## src/rtl/rv_decode_pkg.sv

```systemverilog
// Shared types and encodings for the RV32I/RV64I decode stage.
// Op codes, opcode/funct localparams, immediate formats and the decoded-entry payload.
package rv_decode_pkg;

  localparam int unsigned OP_W  = 6;
  localparam int unsigned REG_W = 5;

  localparam logic [6:0] OPC_LUI    = 7'b0110111;
  localparam logic [6:0] OPC_AUIPC  = 7'b0010111;
  localparam logic [6:0] OPC_JAL    = 7'b1101111;
  localparam logic [6:0] OPC_JALR   = 7'b1100111;
  localparam logic [6:0] OPC_BRANCH = 7'b1100011;
  localparam logic [6:0] OPC_LOAD   = 7'b0000011;
  localparam logic [6:0] OPC_STORE  = 7'b0100011;
  localparam logic [6:0] OPC_OP_IMM = 7'b0010011;
  localparam logic [6:0] OPC_OP     = 7'b0110011;
  localparam logic [6:0] OPC_FENCE  = 7'b0001111;
  localparam logic [6:0] OPC_SYSTEM = 7'b1110011;

  localparam logic [2:0] F3_ADD_SUB = 3'b000;
  localparam logic [2:0] F3_SLL     = 3'b001;
  localparam logic [2:0] F3_SLT     = 3'b010;
  localparam logic [2:0] F3_SLTU    = 3'b011;
  localparam logic [2:0] F3_XOR     = 3'b100;
  localparam logic [2:0] F3_SR      = 3'b101;
  localparam logic [2:0] F3_OR      = 3'b110;
  localparam logic [2:0] F3_AND     = 3'b111;

  localparam logic [6:0] F7_BASE   = 7'b0000000;
  localparam logic [6:0] F7_ALT    = 7'b0100000;
  localparam logic [6:0] F7_MULDIV = 7'b0000001;

  localparam logic [31:0] INSTR_ECALL  = 32'h0000_0073;
  localparam logic [31:0] INSTR_EBREAK = 32'h0010_0073;

  typedef enum logic [OP_W-1:0] {
    OP_LUI, OP_AUIPC, OP_JAL, OP_JALR,
    OP_BEQ, OP_BNE, OP_BLT, OP_BGE, OP_BLTU, OP_BGEU,
    OP_LB, OP_LH, OP_LW, OP_LBU, OP_LHU,
    OP_SB, OP_SH, OP_SW,
    OP_ADDI, OP_SLTI, OP_SLTIU, OP_XORI, OP_ORI, OP_ANDI, OP_SLLI, OP_SRLI, OP_SRAI,
    OP_ADD, OP_SUB, OP_SLL, OP_SLT, OP_SLTU, OP_XOR, OP_SRL, OP_SRA, OP_OR, OP_AND,
    OP_FENCE, OP_ECALL, OP_EBREAK,
    OP_MUL, OP_MULH, OP_MULHSU, OP_MULHU, OP_DIV, OP_DIVU, OP_REM, OP_REMU,
    OP_ILLEGAL
  } op_e;

  typedef enum logic [2:0] {FMT_R, FMT_I, FMT_S, FMT_B, FMT_U, FMT_J} fmt_e;

  typedef struct packed {
    op_e              op;
    logic [REG_W-1:0] rd;
    logic [REG_W-1:0] rs1;
    logic [REG_W-1:0] rs2;
    logic             illegal;
  } dec_t;

endpackage

```

## src/rtl/rv_decode_comb.sv

```systemverilog
// Pure combinational RV32I/RV64I (+optional M) decoder: instruction word to
// op, register indices, sign-extended immediate and illegal flag.
module rv_decode_comb
  import rv_decode_pkg::*;
#(
  parameter int unsigned XLEN     = 32,
  parameter bit          ENABLE_M = 1'b0
) (
  input  logic [31:0]     instr_i,
  output dec_t            dec_c,
  output logic [XLEN-1:0] imm_c
);

  logic [6:0]         opcode;
  logic [2:0]         funct3;
  logic [6:0]         funct7;
  logic [5:0]         shamt;
  logic               shift_base_ok;
  logic               shift_alt_ok;
  logic               is_shift;
  logic               illegal;
  op_e                op;
  fmt_e               fmt;
  logic signed [31:0] imm_s;

  assign opcode = instr_i[6:0];
  assign funct3 = instr_i[14:12];
  assign funct7 = instr_i[31:25];

  // RV64 widens shamt to 6 bits, so only funct6 qualifies the shift kind
  assign shift_base_ok = (XLEN == 64) ? (instr_i[31:26] == 6'b000000) : (funct7 == F7_BASE);
  assign shift_alt_ok  = (XLEN == 64) ? (instr_i[31:26] == 6'b010000) : (funct7 == F7_ALT);
  assign shamt         = (XLEN == 64) ? instr_i[25:20] : {1'b0, instr_i[24:20]};

  // Opcode/funct decode; anything not matched stays OP_ILLEGAL
  always_comb begin
    op       = OP_ILLEGAL;
    fmt      = FMT_R;
    is_shift = 1'b0;
    case (opcode)
      OPC_LUI:   begin op = OP_LUI;   fmt = FMT_U; end
      OPC_AUIPC: begin op = OP_AUIPC; fmt = FMT_U; end
      OPC_JAL:   begin op = OP_JAL;   fmt = FMT_J; end
      OPC_JALR: begin
        fmt = FMT_I;
        if (funct3 == 3'b000) op = OP_JALR;
      end
      OPC_BRANCH: begin
        fmt = FMT_B;
        case (funct3)
          3'b000:  op = OP_BEQ;
          3'b001:  op = OP_BNE;
          3'b100:  op = OP_BLT;
          3'b101:  op = OP_BGE;
          3'b110:  op = OP_BLTU;
          3'b111:  op = OP_BGEU;
          default: op = OP_ILLEGAL;
        endcase
      end
      OPC_LOAD: begin
        fmt = FMT_I;
        case (funct3)
          3'b000:  op = OP_LB;
          3'b001:  op = OP_LH;
          3'b010:  op = OP_LW;
          3'b100:  op = OP_LBU;
          3'b101:  op = OP_LHU;
          default: op = OP_ILLEGAL;
        endcase
      end
      OPC_STORE: begin
        fmt = FMT_S;
        case (funct3)
          3'b000:  op = OP_SB;
          3'b001:  op = OP_SH;
          3'b010:  op = OP_SW;
          default: op = OP_ILLEGAL;
        endcase
      end
      OPC_OP_IMM: begin
        fmt = FMT_I;
        case (funct3)
          F3_ADD_SUB: op = OP_ADDI;
          F3_SLT:     op = OP_SLTI;
          F3_SLTU:    op = OP_SLTIU;
          F3_XOR:     op = OP_XORI;
          F3_OR:      op = OP_ORI;
          F3_AND:     op = OP_ANDI;
          F3_SLL: begin
            is_shift = 1'b1;
            if (shift_base_ok) op = OP_SLLI;
          end
          F3_SR: begin
            is_shift = 1'b1;
            if (shift_base_ok)     op = OP_SRLI;
            else if (shift_alt_ok) op = OP_SRAI;
          end
          default: op = OP_ILLEGAL;
        endcase
      end
      OPC_OP: begin
        fmt = FMT_R;
        if (funct7 == F7_BASE) begin
          case (funct3)
            F3_ADD_SUB: op = OP_ADD;
            F3_SLL:     op = OP_SLL;
            F3_SLT:     op = OP_SLT;
            F3_SLTU:    op = OP_SLTU;
            F3_XOR:     op = OP_XOR;
            F3_SR:      op = OP_SRL;
            F3_OR:      op = OP_OR;
            default:    op = OP_AND;
          endcase
        end else if (funct7 == F7_ALT) begin
          if (funct3 == F3_ADD_SUB)  op = OP_SUB;
          else if (funct3 == F3_SR)  op = OP_SRA;
        end else if (funct7 == F7_MULDIV && ENABLE_M) begin
          case (funct3)
            3'b000:  op = OP_MUL;
            3'b001:  op = OP_MULH;
            3'b010:  op = OP_MULHSU;
            3'b011:  op = OP_MULHU;
            3'b100:  op = OP_DIV;
            3'b101:  op = OP_DIVU;
            3'b110:  op = OP_REM;
            default: op = OP_REMU;
          endcase
        end
      end
      OPC_FENCE: begin
        fmt = FMT_I;
        if (funct3 == 3'b000) op = OP_FENCE;
      end
      OPC_SYSTEM: begin
        fmt = FMT_I;
        if (instr_i == INSTR_ECALL)       op = OP_ECALL;
        else if (instr_i == INSTR_EBREAK) op = OP_EBREAK;
      end
      default: op = OP_ILLEGAL;
    endcase
  end

  // Raw 32-bit immediate per format, sign bit always instr[31]
  always_comb begin
    imm_s = '0;
    case (fmt)
      FMT_I:   imm_s = 32'($signed(instr_i[31:20]));
      FMT_S:   imm_s = 32'($signed({instr_i[31:25], instr_i[11:7]}));
      FMT_B:   imm_s = 32'($signed({instr_i[31], instr_i[7], instr_i[30:25], instr_i[11:8], 1'b0}));
      FMT_U:   imm_s = {instr_i[31:12], 12'b0};
      FMT_J:   imm_s = 32'($signed({instr_i[31], instr_i[19:12], instr_i[20], instr_i[30:21], 1'b0}));
      default: imm_s = '0;
    endcase
  end

  assign illegal = (op == OP_ILLEGAL);

  always_comb begin
    dec_c = '0;
    imm_c = '0;
    if (illegal) begin
      dec_c.op      = OP_ILLEGAL;
      dec_c.illegal = 1'b1;
    end else begin
      dec_c.op  = op;
      dec_c.rd  = ((fmt inside {FMT_B, FMT_S}) || (op inside {OP_FENCE, OP_ECALL, OP_EBREAK}))
                  ? 5'd0 : instr_i[11:7];
      dec_c.rs1 = (fmt inside {FMT_U, FMT_J}) ? 5'd0 : instr_i[19:15];
      dec_c.rs2 = (fmt inside {FMT_R, FMT_B, FMT_S}) ? instr_i[24:20] : 5'd0;
      imm_c     = is_shift ? XLEN'(shamt) : XLEN'(imm_s);
    end
  end

endmodule

```

## src/rtl/rv_decode_stage.sv

```systemverilog
// Registered decode pipeline stage with valid/ready handshakes and a skid entry,
// so in_ready depends only on a flop and full throughput is kept with out_ready=1.
module rv_decode_stage
  import rv_decode_pkg::*;
#(
  parameter int unsigned XLEN     = 32,
  parameter bit          ENABLE_M = 1'b0
) (
  input  logic             clk,
  input  logic             rst,
  input  logic             flush,
  input  logic             in_valid,
  output logic             in_ready,
  input  logic [31:0]      in_instr,
  input  logic [XLEN-1:0]  in_pc,
  output logic             out_valid,
  input  logic             out_ready,
  output logic [XLEN-1:0]  out_pc,
  output logic [OP_W-1:0]  out_op,
  output logic [REG_W-1:0] out_rd,
  output logic [REG_W-1:0] out_rs1,
  output logic [REG_W-1:0] out_rs2,
  output logic [XLEN-1:0]  out_imm,
  output logic             out_illegal
);

  dec_t            new_dec;
  logic [XLEN-1:0] new_imm;
  logic            accept;

  logic            main_valid_q, main_valid_d;
  dec_t            main_dec_q,   main_dec_d;
  logic [XLEN-1:0] main_imm_q,   main_imm_d;
  logic [XLEN-1:0] main_pc_q,    main_pc_d;
  logic            skid_valid_q, skid_valid_d;
  dec_t            skid_dec_q,   skid_dec_d;
  logic [XLEN-1:0] skid_imm_q,   skid_imm_d;
  logic [XLEN-1:0] skid_pc_q,    skid_pc_d;
  logic            in_ready_q;

  rv_decode_comb #(
    .XLEN     (XLEN),
    .ENABLE_M (ENABLE_M)
  ) u_decode (
    .instr_i (in_instr),
    .dec_c   (new_dec),
    .imm_c   (new_imm)
  );

  assign accept = in_valid && in_ready_q;

  // Skid can only be occupied while main is, and in_ready is low while skid is full,
  // so a drain never has to place a skid entry and a new entry at the same time.
  always_comb begin
    main_valid_d = main_valid_q;
    main_dec_d   = main_dec_q;
    main_imm_d   = main_imm_q;
    main_pc_d    = main_pc_q;
    skid_valid_d = skid_valid_q;
    skid_dec_d   = skid_dec_q;
    skid_imm_d   = skid_imm_q;
    skid_pc_d    = skid_pc_q;
    if (!main_valid_q || out_ready) begin
      if (skid_valid_q) begin
        main_valid_d = 1'b1;
        main_dec_d   = skid_dec_q;
        main_imm_d   = skid_imm_q;
        main_pc_d    = skid_pc_q;
        skid_valid_d = 1'b0;
      end else begin
        main_valid_d = accept;
        if (accept) begin
          main_dec_d = new_dec;
          main_imm_d = new_imm;
          main_pc_d  = in_pc;
        end
      end
    end else if (accept) begin
      skid_valid_d = 1'b1;
      skid_dec_d   = new_dec;
      skid_imm_d   = new_imm;
      skid_pc_d    = in_pc;
    end
  end

  always_ff @(posedge clk) begin
    if (rst || flush) begin
      main_valid_q <= 1'b0;
      main_dec_q   <= '0;
      main_imm_q   <= '0;
      main_pc_q    <= '0;
      skid_valid_q <= 1'b0;
      skid_dec_q   <= '0;
      skid_imm_q   <= '0;
      skid_pc_q    <= '0;
      in_ready_q   <= 1'b1;
    end else begin
      main_valid_q <= main_valid_d;
      main_dec_q   <= main_dec_d;
      main_imm_q   <= main_imm_d;
      main_pc_q    <= main_pc_d;
      skid_valid_q <= skid_valid_d;
      skid_dec_q   <= skid_dec_d;
      skid_imm_q   <= skid_imm_d;
      skid_pc_q    <= skid_pc_d;
      in_ready_q   <= !skid_valid_d;
    end
  end

  assign in_ready    = in_ready_q;
  assign out_valid   = main_valid_q;
  assign out_pc      = main_pc_q;
  assign out_op      = main_dec_q.op;
  assign out_rd      = main_dec_q.rd;
  assign out_rs1     = main_dec_q.rs1;
  assign out_rs2     = main_dec_q.rs2;
  assign out_imm     = main_imm_q;
  assign out_illegal = main_dec_q.illegal;

endmodule
```

## config.mk

```make
export PLATFORM = sky130hd
export DESIGN_NAME = rv_decode_stage
export DESIGN_NICKNAME = d
export VERILOG_FILES = /design/src/rtl/rv_decode_pkg.sv /design/src/rtl/rv_decode_comb.sv /design/src/rtl/rv_decode_stage.sv
export SDC_FILE = /design/constraint.sdc
export NUM_CORES = 1
export LEC_CHECK = 0
export ABC_AREA = 1
export CORE_AREA = 2 2 121 211
export CTS_CLUSTER_SIZE = 14
export DETAILED_ROUTE_END_ITERATION = 12
export DIE_AREA = 0 0 123 213
export GPL_TIMING_DRIVEN = 0
export HOLD_SLACK_MARGIN = 0.1
export PLACE_DENSITY = 0.66
export RECOVER_POWER = 50
export SYNTH_ARGS = -nofsm -noshare
export SYNTH_HDL_FRONTEND = slang
export SYNTH_SLANG_ARGS = --single-unit
```

## constraint.sdc

```tcl
create_clock -name clk -period 4.9 [get_ports clk]
set_clock_uncertainty 0.15 [all_clocks]
set_input_delay 0.98 -clock clk [delete_from_list [all_inputs] [get_ports clk]]
set_output_delay 0.98 -clock clk [all_outputs]
set_load 0.02 [all_outputs]
```

Word level (Yosys, flattened, before mapping)
Cells that the tools add are included.
Storage, ports and cells
  word-level logic and storage cells: 105
  register bits: 175
  output and inout bits: 88
  bits of input ports: 69
Cells by class
  bitwise gates (word level): 1
  equal/unequal tests: 30
  multiplexer cells: 38
  reduce and logical (&&, ||, !) cells: 19
Operators by type and width (number)
  32-bit two-way mux: 6
  32-bit one-hot mux with 5 select lines: 1
  6-bit one-hot mux with 11 select lines: 1
  6-bit two-way mux: 9
  6-bit one-hot mux with 8 select lines: 1
  22-bit two-way mux: 2
  6-bit one-hot mux with 7 select lines: 1
  6-bit one-hot mux with 6 select lines: 1
  32-bit by 21-bit equality test with 1-bit output (second input constant): 1
  32-bit by 7-bit equality test with 1-bit output (second input constant): 1
  5-bit two-way mux: 6
  6-bit one-hot mux with 5 select lines: 1
  7-bit by 6-bit equality test with 1-bit output (second input constant): 4
  7-bit equality test (second input constant): 4
  6-bit equality test (second input constant): 4
  3-bit equality test (second input constant): 6
  6-bit one-hot mux with 3 select lines: 1
  15-bit two-way mux: 1
  3-bit one-hot mux with 5 select lines: 1
  7-bit by 5-bit equality test with 1-bit output (second input constant): 2
  3-bit by 2-bit equality test with 1-bit output (second input constant): 4
  7-bit by 2-bit equality test with 1-bit output (second input constant): 1
  7-bit by 4-bit equality test with 1-bit output (second input constant): 1
  7-bit zero test: 1
  12 further kinds: 27

Logic depth before layout (Yosys ltp)
  word-level depth: 13
  mapped depth: 16
  gate-level depth less buffers: 14

Hierarchy
A second synthesis with hierarchy kept.
Unflattened totals
  cell total of the unflattened synthesis: 1700
  area total of the unflattened synthesis: 9888.2 um^2
By module, submodules not included
  rv_decode_stage: area an instance 8005.2 um^2, cells an instance 1294, seq. area each 3503.4 um^2, times used 1
  rv_decode_comb: area an instance 1883.1 um^2, cells an instance 406, seq. area each 0.0 um^2, times used 1

Worst setup path before layout
OpenSTA, ideal clock, no wires.
  kind: input to register
  start: input in_instr[12]
  end: register main_imm_q[25] (netlist: out_imm[25])
  setup time: 0.069 ns
  slack: 2.271 ns
  path buffers: 3
  arrival time: 2.409 ns
  stages: 16
  required time: 4.681 ns
  path through: buf_4 nor2_4 nand2_1 inv_2 nand3_1 nand3_1 nand2_1 inv_1 nand3_1 nand2_2 buf_6 buf_12 nand2_2 nand2_1 nand2_1 a21oi_2
On the way
  word-level cells in the longest chain between the ends: 10
  elaborated cells on any way between the ends: 32
  classes of those cells: eq/ne: 10; mux: 20; reduce/logical: 2
Ends and longest elaborated chain
  start, declared: RTL line rv_decode_stage.sv:14  | input logic [31:0] in_instr,
  3-bit equality test
  5-bit two-way mux: RTL line rv_decode_comb.sv:116  | else if (funct3 == F3_SR) op = OP_SRA;
  6-bit two-way mux: RTL line rv_decode_comb.sv:115  | if (funct3 == F3_ADD_SUB) op = OP_SUB;
  6-bit two-way mux: RTL line rv_decode_comb.sv:114  | end else if (funct7 == F7_ALT) begin
  6-bit two-way mux: RTL line rv_decode_comb.sv:103  | if (funct7 == F7_BASE) begin
  6-bit one-hot mux with 11 select lines: RTL line rv_decode_comb.sv:40  | case (opcode)
  6-bit equality test: RTL line rv_decode_comb.sv:156  | assign illegal = (op == OP_ILLEGAL);
  32-bit two-way mux (*): RTL line rv_decode_comb.sv:161  | if (illegal) begin
  32-bit two-way mux (*): RTL line rv_decode_stage.sv:72  | if (accept) begin
  32-bit two-way mux (*): RTL line rv_decode_stage.sv:64  | if (skid_valid_q) begin
  end signal, assigned: RTL line rv_decode_stage.sv:100  | main_imm_q <= main_imm_d;
  end, declared: RTL line rv_decode_stage.sv:33  | logic [XLEN-1:0] main_imm_q, main_imm_d;
Mark *: on every way between the ends. The rest lies on a longest branch, timed or not. The select of a mux whose other input is x is not followed.
A chain may end at the register's enable or synchronous reset.

Final worst setup path
  start: input in_instr[6]
  end: register main_dec_q, in the netlist out_rd[1]
On the way
  word-level cells in the longest chain between the ends: 11
  elaborated cells on any way between the ends: 32
  classes of those cells: eq/ne: 19; mux: 8; reduce/logical: 5
Ends and longest elaborated chain
  32-bit by 21-bit equality test with 1-bit output: RTL line rv_decode_comb.sv:137  | else if (instr_i == INSTR_EBREAK) op = OP_EBREAK;
  5-bit two-way mux: RTL line rv_decode_comb.sv:137
  6-bit two-way mux: RTL line rv_decode_comb.sv:136  | if (instr_i == INSTR_ECALL) op = OP_ECALL;
  6-bit one-hot mux with 11 select lines: RTL line rv_decode_comb.sv:40
  6-bit equality test: RTL line rv_decode_comb.sv:166  | dec_c.rd = ((fmt inside {FMT_B, FMT_S}) || (op inside {OP_FENCE, OP_ECALL, OP_EBREAK}))
  3-bit nonzero test: RTL line rv_decode_comb.sv:166
  1-bit logical OR: RTL line rv_decode_comb.sv:166
  5-bit two-way mux: RTL line rv_decode_comb.sv:167  | ? 5'd0 : instr_i[11:7];
  15-bit two-way mux (*): RTL line rv_decode_comb.sv:161
  22-bit two-way mux (*): RTL line rv_decode_stage.sv:72
  22-bit two-way mux (*): RTL line rv_decode_stage.sv:64
  end signal, assigned: RTL line rv_decode_stage.sv:99  | main_dec_q <= main_dec_d;
  end, declared: RTL line rv_decode_stage.sv:32  | dec_t main_dec_q, main_dec_d;
Marks and branches as above.

==> results.sh <==
export IMPL_criticalPathCategory="in2reg"
export IMPL_power_ir_vdd_worst_mv=0.2424
export IMPL_io_pin_count=157
export IMPL_grt_pass1_wl_mm=46.06
export IMPL_gp_routability_congestion=0.9502
export IMPL_use_met3_pct=3.713
export IMPL_clock_tree_from_tritoncts="done"
export IMPL_final_max_slew_viol_count=0
export IMPL_nFillCells=2635
export IMPL_synth_adder_area_share_pct=0
export IMPL_cts_htree_levels=4
export IMPL_ant_nets_after_route=0
export IMPL_longest_clk_path_bufs=2
export IMPL_viasPerCell=5.111
export IMPL_layout_nets=1546
export IMPL_main_combinational_cell_family_by_area_after_synthesis="simple AND/OR/NAND/NOR gates"
export IMPL_drt_total_wl_mm=29.90
export IMPL_final_min_period_over_clock_period_pct=69.64
export IMPL_regToRegSetupSlack_ns=2.23
export IMPL_wire_per_inst_um=16.59
export IMPL_synth_simple_area_share_pct=30.88
export IMPL_gr_max_usage_layer="met2"
export IMPL_netlist_top_cell_by_area="dfxtp_1"
export IMPL_hold_buffers=0
export IMPL_fp_dieW_um=123
export IMPL_finalSetupViolCount=0
export IMPL_globalRouteOverflowTotal=0
export IMPL_ys_seq_area_share_pct=41.37
export IMPL_postSynthCellCount=1304
export IMPL_first_iter_violations=550
export IMPL_postLayoutCellArea_um2=11040
export IMPL_placement_setup_worst_slack_ns=1.186
export IMPL_mappedNetlistNets=1373
export IMPL_synth_to_layout_area_growth_pct=30.41
export IMPL_maximum_fanout_count_along_the_critical_path=10
export IMPL_detailedRoute_firstPassIterationCount=6
export IMPL_clk_insertion_delay_late_ns=0.44
export IMPL_layout_drive_gt1_share_pct=5.839
export IMPL_final_core_area_utilization_pct=45.01
export IMPL_final_hold_violation_count=0
export IMPL_timing_final_ws_setup_ns=1.488
export IMPL_core_footprint_um2=24530
export IMPL_synth_top_cells_by_area="dfxtp_1 (41%), nand2_1 (15%), nor2_1 (11%)"
export IMPL_synthDistinctLibCells=29
export IMPL_worst_setup_path_end_kind="flip-flop"
export IMPL_first_global_vias=8954
export IMPL_critPathLaunch="in_instr[6]"
export IMPL_die_height_um=213
export IMPL_max_slew_margin_rel_pct=47.53
export IMPL_grt_antenna_before_repair=0
export IMPL_drc_errors_left=0
export IMPL_grt_start_max_net_pins=17
export IMPL_initial_standard_cell_utilization_of_the_core_pct=34.52
export IMPL_worst_r2r_start="out_valid"
export IMPL_worstPathRequired_ns=5.05
export IMPL_grt_util_met2_pct=43.70
export IMPL_cts_root_buf="clkbuf_16"
export IMPL_ctsResizeCount=0
export IMPL_fraction_of_synthesized_cell_area_taken_by_the_top_area_cell_type_pct=41.37
export IMPL_hold_removal_path_class="reg2reg"
export IMPL_synth_area_mux_share_pct=0
export IMPL_average_cell_area_after_synthesis_um2=6.494
export IMPL_timing_final_crit_period_ns=3.412
export IMPL_dpl_instance_area_um2=10400
export IMPL_die_area_um2=26200
export IMPL_critical_path_arrival_ns=3.56
export IMPL_hpwl_mm=22.74
export IMPL_placement_io_buffers=154
export IMPL_hold_start="out_imm[29]"
export IMPL_grt_setup_unrepaired="no"
export IMPL_leakage_power_figure_nw=4.990
export IMPL_vias_post_dr=9210
export IMPL_final_setup_tns_ns=0
export IMPL_n_antenna_cell=0
export IMPL_synth_warning_count=0
export IMPL_cap_violations=0
export IMPL_synthXorXnorAreaFrac_pct=0
export IMPL_power_density_cell_area_nw_per_um2=302.2
export IMPL_worst_setup_hold_path_clk_slew_ns=0.06
export IMPL_grtUsageMet1_pct=23.37
export IMPL_tightestPinTransition_ns=0.7870
export IMPL_clock_sink_count=175
export IMPL_synthesis_area_um2=8468
export IMPL_max_freq_mhz=293.0
export IMPL_cts_buffers_inserted=17
export IMPL_status="completed"
export IMPL_synth_seq_cells=175
export IMPL_compound_gate_portion_of_the_synthesized_area_pct=20.69
export IMPL_start_kind="input pin"
export IMPL_rows=76
export IMPL_setup_repair_bufs_after_cts=0
export IMPL_grt_total_usage_pct=22.74
report_power, final:
| group | total, mW | switching, mW | internal (mW) |
|---|---|---|---|
| Sequential | 1.46 | 0.0110 | 1.44 |
| Clock | 1.52 | 0.618 | 0.903 |
| Combinational | 0.360 | 0.229 | 0.131 |
| Total | 3.34 | 0.858 | 2.48 |
cell usage in the layout, fill, tap and decap left out, types with 26 or more instances in the layout:
master / Yosys / final
a21oi_1: 145 / 145
a31oi_1: 33 / 33
clkbuf_1: 75 / 77
clkdlybuf4s50_1: 0 / 63
dfxtp_1: 175 / 175
dlygate4sd3_1: 0 / 91
inv_1: 48 / 48
nand2_1: 328 / 328
nand3_1: 26 / 26
nor2_1: 246 / 247
o21ai_0: 134 / 134
Yosys cell counts, drive strengths merged:
library cell / instances
nand3: 27
o221ai: 4
clkbuf: 75
inv: 60
o21ai: 134
dfxtp: 175
nor2: 256
a21o: 1
o22ai: 1
nor3: 15
a31oi: 33
nand2: 344
nand4: 7
o211ai: 4
a21oi: 153
buf: 15
metal layers:
metal  vias up  wire [um]  share of wire [%]
met2       243      16140                 54
met3        67       1288                4.3
met1      4299      11310                 38
met5         -          0                  0
li1       4601          -                  -
met4         0       1167                3.9
registers in the layout (all words and copies together) (netlist names):
register and flops:
skid_pc_q 32, out_rs2 5, out_illegal 1, skid_dec_q 22, skid_valid_q 1, out_valid 1, out_rs1 5, skid_imm_q 32
out_rd 5, in_ready 1, out_imm 32, out_pc 32, out_op 6
kinds of logic after synthesis:
group,Yosys count
simple gates,649
compound gates,330
flops,175
buf+inv,150
through the flow:
stage	std cells	hold slack [ns]	power (mW)
final	1802	0.3112	3.337
after global routing	1802	0.3276	3.440
after CTS	1802	0.3150	3.362
after detailed placement	1770	0.3046	1.854
after global placement	1770	0.3050	1.851
after floorplan	1304	0.2975	1.679
worst max-delay path, cell delays in order:
cell and delay, ns:
clkdlybuf4s50_1 0.52, nor2_1 0.18, nand2_1 0.08, nor2_1 0.52, nand2_1 0.19, nor2_1 0.18
nor2_1 0.05, nand3_1 0.13, nand2_2 0.13, buf_2 0.23, nand2_1 0.11, nand2_1 0.07
nand2_1 0.11, a21oi_1 0.07
worst paths after layout:
kind,endpoint,cells after the start
worst max-delay path,out_rd[1],14
worst max register to register,skid_dec_q[7],7
worst min-delay path,out_imm[29],2
worst min register to register,out_imm[29],2
cell type report:
type | count | area, um^2 | share of cell area (%)
multi-input combinational | 979 | 4364 | 39.52
clock buffer | 21 | 470.5 | 4.260
timing repair buffer | 154 | 1541 | 13.96
buffer | 90 | 371.6 | 3.365
sequential | 175 | 3503 | 31.72
clock inverter | 11 | 176.4 | 1.598
tap | 312 | 390.4 | 3.535
inverter | 60 | 225.2 | 2.039
No activity file was read; power rests on OpenSTA's default activity.
==> patch 1, RTL diff (same settings) <==
The package constant `OP_W` goes from 6 to 12.
--- a/src/rtl/rv_decode_pkg.sv
+++ b/src/rtl/rv_decode_pkg.sv
@@ -3,5 +3,5 @@
 package rv_decode_pkg;
 
-  localparam int unsigned OP_W  = 6;
+  localparam int unsigned OP_W  = 12;
   localparam int unsigned REG_W = 5;
 
Ports: changed (resized out_op); port bits go from 157 to 163. No check against the original RTL was run, so the function may have changed too.
==> patch 1 against the original RTL <==
Area after synthesis increased by 0.25%. Global-route usage increased by 0.084 points. Cell area decreased by 0.29%. Hold slack got worse by 0.00072 ns. Sequential cell count unchanged. Total power decreased by 5.3%. Wire length decreased by 0.84%. Setup slack got worse by 0.30 ns. Critical endpoint is now skid_dec_q[18].
==> patch 1: results (changes against the original RTL) <==
outcome=finished, final reports clean; max incr delay on CP=0.68 ns (+0.16 ns); LEAKAGE=4.940 nW (-1.0%); post-route cell area=11010 sq um (-0.29%); DP HPWL=22850 um (+0.50%); GR met1 Demand/Resource=24.87% (+1.5 points); #MultiIn Comb=971 (-0.82%); register area share after synthesis=41.27% (-0.10 points); DRT Pass-1 Iters=5 (-1); Met2 Wirelength=15380 um (-4.7%); post-CTS setup buffer count=0 (unchanged); Multi-input gate area=4350 sq um (-0.32%); post-CTS sizing=0 (unchanged); Avg WL per Cell=16.51 um (-0.50%); clock buffer depth=2 (unchanged); fraction of layout cells with a size suffix above 1=5.664% (-0.17 points); Post-synth top cells=nand2_1 (327), nor2_1 (234), dfxtp_1 (175), a21oi_1 (143), o21ai_0 (126); diode count=1 (+1); met1 WL=11230 um (-0.69%); Via density=5.074 (-0.72%); nets=1539 (-0.45%); Clk Tree Root Cell=clkbuf_16; Clock Latency Late Sink=0.44 ns (about the same); antenna violations before repair=1 (+1); IR drop worst, VDD=0.2185 mV (-9.9%); clkbuf count=22 (+4.8%); slowest CP cell=nor2_1; pre-CTS setup slack=0.8916 ns (-0.2942 ns); NonClk Buf Share=17.94% (+0.62 points); GR Util met3=4.033% (+0.32 points); Worst-path clk slew=0.07 ns; Rel. slew slack=41.15% (-6.4 points); library cells used by synthesis=35 (+21%); Placed Area=10440 sq um (+0.38%); gr usage total=22.82% (+0.084 points); hold crit path type=register to register; clock network area share=5.250% (-0.61 points); vias in the first global route=8794 (-1.8%); crit path max fanout=10 (unchanged); Die Footprint=26200 sq um (unchanged); cts bufs inserted=17 (unchanged); via count=9113 (-1.1%); met2 Usage GRT=41.27% (-2.4 points); Cells after Synth=1292 (-0.92%); Post-synth top flop=dfxtp_1; highest metal used=met4; main area contributors after synthesis=dfxtp_1 (41%), nand2_1 (14%), nor2_1 (10%); Syn. warnings=0 (unchanged); sequential cell area share=31.82% (+0.094 points); asr flop ratio synth=0% (unchanged); first-pass GRT wire length=46260 um (+0.42%); Non-clk bufs=249 (+2.0%); met3 WL=1526 um (+18%); Filler Cells Inserted=2621 (-0.53%); CP delay by family, top=buffers and inverters; Signal inverters=56 (-6.7%); First DRT Iteration DRCs=675 (+23%); Final GP Congestion=0.9702 (+2.1%)
## patch 1: cell count changes after synthesis, moves of 3 or more
cell,change
nand3_2,+11
clkbuf_1,-5
buf_4,+12
o21ai_0,-8
a21oi_2,-8
nor4_1,+3
nand2_2,-13
nand3_1,+12
nor2_2,-3
buf_1,-4
nor2_1,-12
## patch 1: cell families after synthesis
family          share of synthesized area (%)
simple gates                            31.35
compound gates                          19.75
flops                                   41.27
buf+inv                                 7.590
other cells                           0.04417
## patch 1: worst paths after layout
kind / from / end / slack (ns) / cells after the start
worst min register to register: out_imm[12] / out_imm[12] / 0.31 / 2
worst max-delay path: out_ready / skid_dec_q[18] / 1.19 / 7
worst min-delay path: out_imm[12] / out_imm[12] / 0.31 / 2
worst max register to register: out_valid / skid_dec_q[18] / 1.95 / 7
## patch 1: where the power goes
group / switching, mW / internal, mW
logic: 0.225 / 0.132
registers: 0.0107 / 1.44
clock network: 0.600 / 0.748
total: 0.835 / 2.32
==> patch 2, RTL diff (same settings) <==
Without the edit above. `ENABLE_M` is set to 1'b0 in 2 places; all go to 1'b1.
--- a/src/rtl/rv_decode_comb.sv
+++ b/src/rtl/rv_decode_comb.sv
@@ -5,5 +5,5 @@
 #(
   parameter int unsigned XLEN     = 32,
-  parameter bit          ENABLE_M = 1'b0
+  parameter bit          ENABLE_M = 1'b1
 ) (
   input  logic [31:0]     instr_i,
--- a/src/rtl/rv_decode_stage.sv
+++ b/src/rtl/rv_decode_stage.sv
@@ -5,5 +5,5 @@
 #(
   parameter int unsigned XLEN     = 32,
-  parameter bit          ENABLE_M = 1'b0
+  parameter bit          ENABLE_M = 1'b1
 ) (
   input  logic             clk,
Function: changed (a bounded check fails within 4 cycles, from zero or initial values).
==> patch 2 against the original RTL <==
Clock power fell by 7%. Area after synthesis fell by 0.25%. Critical path depth did not move. Setup slack got worse by 0.13 ns. Wire length rose by 0.88%. Register-to-register slack got worse by 0.10 ns. Sequential cell count did not move. Cell area fell by 0.58%. Synthesized cell count rose by 1.6%. Total power fell by 3.5%. Non-clock buffer count did not move. Count of clock-buffer cells in the layout fell by 2. Largest power group is now registers.
==> patch 2: results (changes against the original RTL) <==
CP delay by family, top=buffers and inverters; fraction of layout cells with a size suffix above 1=4.040% (-1.8 points); library cells used by synthesis=27 (-6.9%); DP HPWL=22990 um (+1.1%); LEAKAGE=4.950 nW (-0.80%); Reg2Reg Setup Slack=2.13 ns (-0.10 ns); nets=1567 (+1.4%); final cell count without fillers=1822 (+1.1%); Rel. slew slack=31.83% (-16 points); Worst Path Arrival=3.76 ns (+0.20 ns); IR drop worst, VDD=0.2369 mV (-2.3%); Hold WS=0.3117 ns (+0.0004340 ns); via count=9278 (+0.74%); Hold Path End=out_imm[14]; main area contributors after synthesis=dfxtp_1 (41%), nand2_1 (15%), nor2_1 (12%); Switching Share=25.85% (+0.14 points); clock power share=43.9% (-1.7 points); Final GP Congestion=0.9286 (-2.3%); Post-synth top cells=nand2_1 (333), nor2_1 (266), dfxtp_1 (175), a21oi_1 (151), o21ai_0 (135); syn_nets=1394 (+1.5%); Post-Route WL=30160 um (+0.88%); outcome=finished, final reports clean; First DRT Iteration DRCs=664 (+21%); GR Util met3=4.594% (+0.88 points); Worst Setup SP=in_instr[14]; Cells after Synth=1325 (+1.6%); Placed Area=10380 sq um (-0.20%); met2 Usage GRT=42.87% (-0.84 points); gr usage total=23.32% (+0.59 points); first-pass GRT wire length=47490 um (+3.1%); DRT Pass-1 Iters=9 (+3); register area share after synthesis=41.48% (+0.10 points)
[patch 2: changes by cell type in the layout (fill, tap and decap cells not counted), sizes merged, moves of 3 or more]
cell	change
clkinvlp	+3
o221ai	-4
nand3	+5
nor3	+4
nor2	+17
nand2	-6
[patch 2: worst max-delay path by stage]
stage	to	cells after the start	slack, ns
5_1_grt	out_imm[26]	14	1.16
4_1_cts	out_rs2[0]	14	1.39
6_report	out_rs2[2]	14	1.36
2_1_floorplan	out_imm[25]	15	2.22
3_3_place_gp	out_rs2[1]	14	0.94
3_5_place_dp	out_rs2[0]	14	0.92
[patch 2: final cells by class]
cell class | instances | area (sq um)
Tap cell | 312 | 390.4
Fill cell | 2579 | 13550
Buffer | 90 | 361.6
Clock buffer | 19 | 442.9
Multi-Input combinational cell | 999 | 4353
Timing Repair Buffer | 154 | 1541
Sequential cell | 175 | 3503
Inverter | 61 | 229.0
Clock inverter | 12 | 157.7
[patch 2: routing by layer]
metal  vias to the layer above  part of all wire, %
li1                       4656                    -
met1                      4277                   39
met2                       280                   52
met3                        65                  5.0
met4                         0                  3.8
met5                         -                    0
[patch 2: metrics by stage]
stage          total power [mW]  util (%)  worst slack [ns]
6_report                  3.221     44.75             1.357
5_1_grt                   3.334     44.75             1.160
4_1_cts                   3.251     44.75             1.386
3_5_place_dp              1.843     42.30            0.9246
3_3_place_gp              1.844     42.30            0.9432
2_1_floorplan             1.671         -             2.215
[patch 2: cell families (layout without fill, tap and decap cells)]
group | count (synthesis) | in the layout | share of synthesized area (%)
flip-flops | 175 | 175 | 41.48
AO/OA/AOI/OAI | 329 | 329 | 20.28
buffers and inverters | 151 | 336 | 6.991
AND/OR/NAND/NOR | 670 | 670 | 31.25
